File: config.mk
export PLATFORM = sky130hd
export DESIGN_NAME = ysyx_25020047_wb_arbiter
export DESIGN_NICKNAME = d
export VERILOG_FILES = /design/src/rtl/ysyx_25020047_pkg.sv /design/src/rtl/ysyx_25020047_wb_prio.sv /design/src/rtl/ysyx_25020047_wb_arbiter.sv
export SDC_FILE = /design/constraint.sdc
export NUM_CORES = 1
export LEC_CHECK = 0
export CORE_MARGIN = 2
export CORE_UTILIZATION = 38
export DETAILED_ROUTE_END_ITERATION = 16
export GPL_TIMING_DRIVEN = 0
export PLACE_DENSITY = 0.8
export SLEW_MARGIN = 30
export SYNTH_ARGS = -nofsm -noshare
export SYNTH_HDL_FRONTEND = slang
export SYNTH_HIERARCHICAL = 1
export SYNTH_SLANG_ARGS = --single-unit
File: constraint.sdc
create_clock -name clk -period 2.04 [get_ports clk]
set_input_delay 0.408 -clock clk [delete_from_list [all_inputs] [get_ports clk]]
set_output_delay 0.408 -clock clk [all_outputs]
set_load 0.05 [all_outputs]
File: src/rtl/ysyx_25020047_pkg.sv
// Shared definitions for the NPC writeback arbiter: FSM encoding,
// source encoding and the writeback request record.
package ysyx_25020047_pkg;

  localparam int WB_XLEN  = 32;
  localparam int WB_RD_W  = 5;
  // Wide enough for the largest legal starvation limit (15).
  localparam int STARVE_W = 4;

  // Source encoding; also used as the bit index into the one-hot grant.
  localparam logic SRC_ALU = 1'b0;
  localparam logic SRC_LD  = 1'b1;

  typedef enum logic [1:0] {
    IDLE      = 2'd0,
    LD_PRI    = 2'd1,
    ALU_FORCE = 2'd2
  } wb_state_e;

  typedef struct packed {
    logic [WB_RD_W-1:0] rd;
    logic [WB_XLEN-1:0] data;
  } wb_req_t;

endpackage

File: src/rtl/ysyx_25020047_wb_prio.sv
// Combinational grant selection for the writeback arbiter.
// Load-first unless the ALU has been starved (force_alu_i); nothing while held.
module ysyx_25020047_wb_prio
  import ysyx_25020047_pkg::*;
(
  input  logic       alu_valid_i,
  input  logic       ld_valid_i,
  input  logic       hold_i,
  input  logic       force_alu_i,
  output logic [1:0] gnt_o
);

  // One-hot grant, indexed by the source encoding.
  always_comb begin
    gnt_o = 2'b00;
    if (!hold_i) begin
      if (alu_valid_i && (!ld_valid_i || force_alu_i)) begin
        gnt_o[SRC_ALU] = 1'b1;
      end else if (ld_valid_i) begin
        gnt_o[SRC_LD] = 1'b1;
      end
    end
  end

endmodule

File: src/rtl/ysyx_25020047_wb_arbiter.sv
// GPR write-port arbiter: ALU vs. load writeback, load-first with bounded
// ALU starvation, one registered output stage driving the regfile.
// Optional forwarding ports are enabled by YSYX_25020047_WB_FWD_EN.
module ysyx_25020047_wb_arbiter
  import ysyx_25020047_pkg::*;
#(
  parameter int XLEN         = WB_XLEN,
  parameter int RD_W         = WB_RD_W,
  parameter int STARVE_LIMIT = 4
) (
  input  logic            clk,
  input  logic            rst_n,
  input  logic            hold,
  input  logic            alu_valid,
  input  logic [RD_W-1:0] alu_rd,
  input  logic [XLEN-1:0] alu_data,
  output logic            alu_ready,
  input  logic            ld_valid,
  input  logic [RD_W-1:0] ld_rd,
  input  logic [XLEN-1:0] ld_data,
  output logic            ld_ready,
  output logic            rf_wen,
  output logic [RD_W-1:0] rf_waddr,
  output logic [XLEN-1:0] rf_wdata,
  output logic            retire_valid,
  output logic            retire_src
`ifdef YSYX_25020047_WB_FWD_EN
  ,
  output logic            fwd_valid,
  output logic [RD_W-1:0] fwd_rd,
  output logic [XLEN-1:0] fwd_data
`endif
);

  typedef struct packed {
    logic            v;
    logic            src;
    logic [RD_W-1:0] rd;
    logic [XLEN-1:0] data;
  } out_t;

  localparam logic [STARVE_W-1:0] LIMIT = STARVE_W'(STARVE_LIMIT);

  wb_state_e           state_q, state_d;
  logic [STARVE_W-1:0] starve_cnt_q, starve_cnt_d;
  out_t                out_q, out_d;
  logic [1:0]          gnt;
  logic                block_grant;
  logic                any_valid;
  logic                starve_hit;

  // Readies must read 0 while reset is asserted even if a requester is valid.
  assign block_grant = hold || !rst_n;
  assign any_valid   = alu_valid || ld_valid;

  ysyx_25020047_wb_prio u_prio (
    .alu_valid_i (alu_valid),
    .ld_valid_i  (ld_valid),
    .hold_i      (block_grant),
    .force_alu_i (state_q == ALU_FORCE),
    .gnt_o       (gnt)
  );

  assign alu_ready = gnt[SRC_ALU];
  assign ld_ready  = gnt[SRC_LD];

  // Starvation count: grows while the ALU waits (hold included), saturates.
  always_comb begin
    starve_cnt_d = starve_cnt_q;
    if (!alu_valid || gnt[SRC_ALU]) begin
      starve_cnt_d = '0;
    end else if (starve_cnt_q != LIMIT) begin
      starve_cnt_d = starve_cnt_q + 1'b1;
    end
  end

  assign starve_hit = alu_valid && (starve_cnt_d == LIMIT);

  // Arbiter mode; ALU_FORCE is exactly the state where the counter sits at the limit.
  always_comb begin
    state_d = state_q;
    unique case (state_q)
      IDLE: begin
        if (any_valid) state_d = starve_hit ? ALU_FORCE : LD_PRI;
      end
      LD_PRI: begin
        if (!any_valid)      state_d = IDLE;
        else if (starve_hit) state_d = ALU_FORCE;
      end
      ALU_FORCE: begin
        if (gnt[SRC_ALU] || !alu_valid) state_d = any_valid ? LD_PRI : IDLE;
      end
      default: state_d = IDLE;
    endcase
  end

  // Output stage next value: capture the winner, otherwise drain to empty.
  always_comb begin
    out_d   = out_q;
    out_d.v = 1'b0;
    if (gnt[SRC_ALU]) begin
      out_d = '{v: 1'b1, src: SRC_ALU, rd: alu_rd, data: alu_data};
    end else if (gnt[SRC_LD]) begin
      out_d = '{v: 1'b1, src: SRC_LD, rd: ld_rd, data: ld_data};
    end
  end

  // State registers; reset drops any pending writeback without writing it.
  always_ff @(posedge clk or negedge rst_n) begin
    if (!rst_n) begin
      state_q      <= IDLE;
      starve_cnt_q <= '0;
      out_q        <= '0;
    end else begin
      state_q      <= state_d;
      starve_cnt_q <= starve_cnt_d;
      out_q        <= out_d;
    end
  end

  // Writes to x0 retire but never reach the regfile.
  assign rf_wen       = out_q.v && (out_q.rd != '0);
  assign rf_waddr     = out_q.rd;
  assign rf_wdata     = out_q.data;
  assign retire_valid = out_q.v;
  assign retire_src   = out_q.src;

`ifdef YSYX_25020047_WB_FWD_EN
  assign fwd_valid = out_q.v && (out_q.rd != '0);
  assign fwd_rd    = out_q.rd;
  assign fwd_data  = out_q.data;
`endif

endmodule

# Yosys cells after proc, flatten, opt, wreduce, memory -nomap -nowiden
# Index checks and enable logic that the tools add are counted.
# W data, S select, Z words.
# totals
regBits	45
inputBits	79
output_inout_bits	42
wordCells	43
# op_classes
n_addsub	1
n_eq_ne	7
muxes	15
n_reduce_logical	14
# ops
cell	count
$mux W39	2
$mux W2	6
$mux W4	2
$pmux W2 S3	1
$reduce_bool A5 Y1	1
$add A4 B1 Y4 const B	1
$eq A4 B3 Y1 const B	1
$logic_or A1 B1 Y1	4
$mux W1	4
$ne A2 B2 Y1 const B	2
$ne A4 B3 Y1 const B	1
$logic_and A1 B1 Y1	3
$logic_not A1 Y1	3
$ne A3 B3 Y1 const B	1
$reduce_and A3 Y1	1
$eq A2 B1 Y1 const B	1
$eq A2 B2 Y1 const B	1
$logic_not A2 Y1	1
$reduce_bool A2 Y1	1

# Depth between registers and ports, before layout
# depth
word_depth	12
ltp_mapped	8
depth_no_buf	7

# By module
# The synthesis kept the hierarchy.
# modules_own_cells
module	n_inst	cells_per_inst	area_each_um2	seq_area_each_um2
ysyx_25020047_wb_arbiter	1	198	2078.2	1126.1
ysyx_25020047_wb_prio	1	4	30.0	0.0

# Worst setup path before layout
# OpenSTA, ideal clock, no wires.
# synth_path
path_type	input to register
from	input port hold
to	register out_q (netlist bit rf_wdata[7])
setup_time_ns	0.136
t_arrival_ns	2.277
required_time_ns	1.904
setup_slack_ns	-0.373
path_stages	7
n_path_buf	3
cell_sequence	nand2b_1 -> a211oi_2 -> clkbuf_1 -> buf_2 -> buf_2 -> mux2i_1 -> o21ai_0
# synth_via
elab_chain_cells	3
elab_cells_between_ends	4
classes_between	mux: 2; reduce/logical: 2
# synth_lines
item	line_no	rtl
from (decl)	ysyx_25020047_wb_arbiter.sv:13	input logic hold,
$logic_or A1 B1 Y1	ysyx_25020047_wb_arbiter.sv:53	assign block_grant = hold || !rst_n;
$mux W2	ysyx_25020047_wb_prio.sv:16	if (!hold_i) begin
via ld_ready	ysyx_25020047_wb_arbiter.sv:21	output logic ld_ready,
$reduce_bool A2 Y1 (no source line)	-	
to (signal assigned)	ysyx_25020047_wb_arbiter.sv:117	out_q <= out_d;
to (decl)	ysyx_25020047_wb_arbiter.sv:46	out_t out_q, out_d;
# The timed path passes the listed nets, and every way through them passes these cells.
# A chain may end at the register's enable or synchronous reset.

# Worst setup path after layout
# layout_path
from	register out_q (netlist bit rf_waddr[0])
to	output port rf_wen
# layout_via
elab_chain_cells	2
# layout_lines
item	line_no	rtl
$reduce_bool A5 Y1	ysyx_25020047_wb_arbiter.sv:122	assign rf_wen = out_q.v && (out_q.rd != '0);
$logic_and A1 B1 Y1	ysyx_25020047_wb_arbiter.sv:122	
to (decl)	ysyx_25020047_wb_arbiter.sv:22	output logic rf_wen,
# Every way passes these cells.

==> results.json <==
{
  "io_pins": 121,
  "drv_slew": 0,
  "dpl.hpwl_um": 4350,
  "rows": 27,
  "core_area_um2": 5440,
  "grt_overflow": 0,
  "async_reset_ff_share_pct": 100,
  "crit_fanout": 3,
  "routabilityCongestion": 0.721,
  "via_per_inst": 4.88,
  "synthCells": 202,
  "clock_power_share_pct": 18.1,
  "grt_pass1_vias": 2063,
  "critical_path_class": "flop to output pin",
  "grt_first_pass_wirelength_um": 9630,
  "drt_iter0_markers": 103,
  "place_ws_ns": -0.579,
  "cp.required_ns": 1.63,
  "layout.area.seq_um2": 1130,
  "hold_path_class": "primary input to asynchronous set/reset pin",
  "seqPwrFrac_pct": 38.3,
  "status": "complete, no violations",
  "rsz0062_at_grt": "true",
  "wl_um": 5940,
  "wl_per_cell_um": 14.6,
  "drc": 0,
  "ys_warn_count": 6,
  "clk_latency_ns": 0.29,
  "syn_nets": 283,
  "port_buffers": 120,
  "setup_violations": 0,
  "grt_max_degree": 47,
  "cts_buffers": 5,
  "drive_gt1_share_pct": 10.7,
  "hold_violations": 0,
  "cp_data_arrival_time_ns": 1.58,
  "r2r-start": "state_q[1]$_DFFE_PN0P_",
  "area_delta_synth_final_pct": 70.4,
  "die_area_um2": 6160,
  "yosysUniqueCellTypes": 27,
  "worst_setup_path_start_kind": "flop",
  "antenna_found_initial": 0,
  "initial_core_util_pct": 38.8,
  "finalSetupTns_ns": 0,
  "min_period_over_period_pct": 97.5,
  "powerDensity_nw_per_um2": 838,
  "power.switching_mw": 1.18,
  "comb_power_share_pct": 43.6,
  "chipHeight_um": 78.5,
  "track_usage_pct": 20.1,
  "cp-end-kind": "output pin",
  "final_nets": 416,
  "cp-endpoint": "rf_wen",
  "fin_skew_ns": 0.00167,
  "num_vias": 1987,
  "ys.flop_type": "dfrtp_1",
  "finalPower_mw": 3.01,
  "firstDrtPassIters": 4,
  "n_fill_cell": 435,
  "setup_ws_ns": 0.0506,
  "r2r-end": "state_q[1]$_DFFE_PN0P_",
  "multiInputGateArea_um2": 950,
  "htreeDepth": 2,
  "ff2ff_setup_slack_ns": 0.07,
  "avgSynthCellArea_um2": 10.4,
  "max_freq_mhz": 503,
  "tightest_slew_ns": 0.542,
  "power.internal_mw": 1.83,
  "switching_share_pct": 39.1,
  "ir_drop_uv": 514,
  "clk_pin_slew_ns": 0.08,
  "rr_worst_depth": 7,
  "ys_seq_elements": 45,
  "synth_area_um2": 2110,
  "drtAntennaViolNets": 0,
  "n_antenna_cell": 0,
  "ys_seq_area_share_pct": 53.4,
  "cts_tree": "done",
  "synth-edff-count": 0,
  "relSlewSlack_pct": 63.7,
  "cts_sinks": 45,
  "startpoint": "rf_waddr[0]$_DFFE_PN0P_",
  "min_period_ns": 1.99,
  "maxCapViolCount": 0,
  "clockRootBuffer": "clkbuf_8",
  "clockBufferDepth": 2,
  "leakagePower_nw": 1.43,
  "die_x_um": 78.5
}
==> how the worst min path moves through the flow <==
stage | cells after the start | to | slack (ns)
final | 1 | state_q[1]$_DFFE_PN0P_ | 0.04
after CTS | 1 | rf_waddr[1]$_DFFE_PN0P_ | 0.05
after global routing | 1 | rf_wdata[0]$_DFFE_PN0P_ | 0.06
after detailed placement | 1 | rf_wdata[2]$_DFFE_PN0P_ | 0.45
after floorplan | 0 | retire_src$_DFFE_PN0P_ | 0.11
after global placement | 2 | retire_src$_DFFE_PN0P_ | 0.48
==> layout by cell type (no fill, tap or decap), types with 2 or more instances in the layout <==
master and count:
buf_4 8, dlygate4sd2_1 3, clkbuf_1 6, dfrtp_1 45
buf_2 2, buf_6 2, clkbuf_8 7, o21ai_0 40
inv_1 2, nand2_1 37, nand3b_1 2, clkbuf_2 4
inv_2 2, clkdlybuf4s50_1 113, ha_1 2, nor2_1 2
clkdlybuf4s15_2 2, mux2i_1 37
==> state kept, by name, indices dropped and copies added (netlist names) <==
register	count
rf_wdata	32
state_q	2
starve_cnt_q	4
retire_valid	1
retire_src	1
rf_waddr	5
==> Yosys cell counts (2+ instances only) <==
master	number	area, um2
clkbuf_1	9	33.8
mux2i_1	38	380
nor2b_1	2	12.5
nand3b_1	2	15.0
inv_1	4	15.0
o21ai_0	40	200
nor2_1	2	7.51
buf_2	4	20.0
dfrtp_1	45	1130
nand2_1	37	139
nand2b_1	2	12.5
ha_1	2	25.0
==> cell type report <==
cell class / instances / area share (%)
clock buffer: 7 / 2.40
multi-input combinational: 139 / 26.4
timing repair buffer: 126 / 34.8
sequential: 45 / 31.3
inverter: 4 / 0.418
buffer: 14 / 2.09
tap: 72 / 2.51
==> critical path, stage by stage (launching register included) <==
cell and delay, ns:
dfrtp_1 0.40, or4_4 0.55, o21a_1 0.19, buf_6 0.15
==> stage by stage <==
| stage | cells | util (%) | hold slack (ns) | instance area [um2] |
|---|---|---|---|---|
| final | 407 | 66.0 | 0.0416 | 3590 |
| after detailed placement | 394 | 62.8 | 0.450 | 3420 |
| after global routing | 407 | 66.0 | 0.0623 | 3590 |
| after global placement | 394 | 62.9 | 0.475 | 3420 |
| after floorplan | 202 | - | 0.112 | 2130 |
| after CTS | 406 | 65.5 | 0.0498 | 3560 |
==> metal layers <==
layer | GRT usage (%) | part of all wire [%]
met1 | 23.3 | 41
met2 | 36.0 | 50
met3 | 5.75 | 7.7
met4 | 5.79 | 0.98
met5 | 0 | 0
==> logic make-up (layout without fill, tap and decap cells) <==
group	count (synthesis)	count (layout)	synth area share (%)
flip-flops	45	45	53.4
XOR/XNOR	1	1	0.416
adder cells (fa/ha/maj)	2	2	1.19
AO/OA/AOI/OAI	46	46	11.9
buffers and inverters	18	151	3.80
multiplexers	38	38	18.0
AND/OR/NAND/NOR	52	52	11.3
==> repair_timing <==
item,4_1_cts,5_1_grt
buffers inserted,5,1
resized for setup,25,7
endpoints found under the setup margin,36,6
hold buffers,0,0
pin swaps,3,1
==> power by group through the flow <==
stage          logic, mW  clock network (mW)  registers, mW
2_1_floorplan      0.209                   0           1.70
3_3_place_gp        1.29                   0           1.16
3_5_place_dp        1.31                   0           1.16
4_1_cts             1.32               0.564           1.15
5_1_grt             1.38               0.609           1.18
6_report            1.31               0.545           1.15
Note: power is estimated with default switching activity, not from simulation.
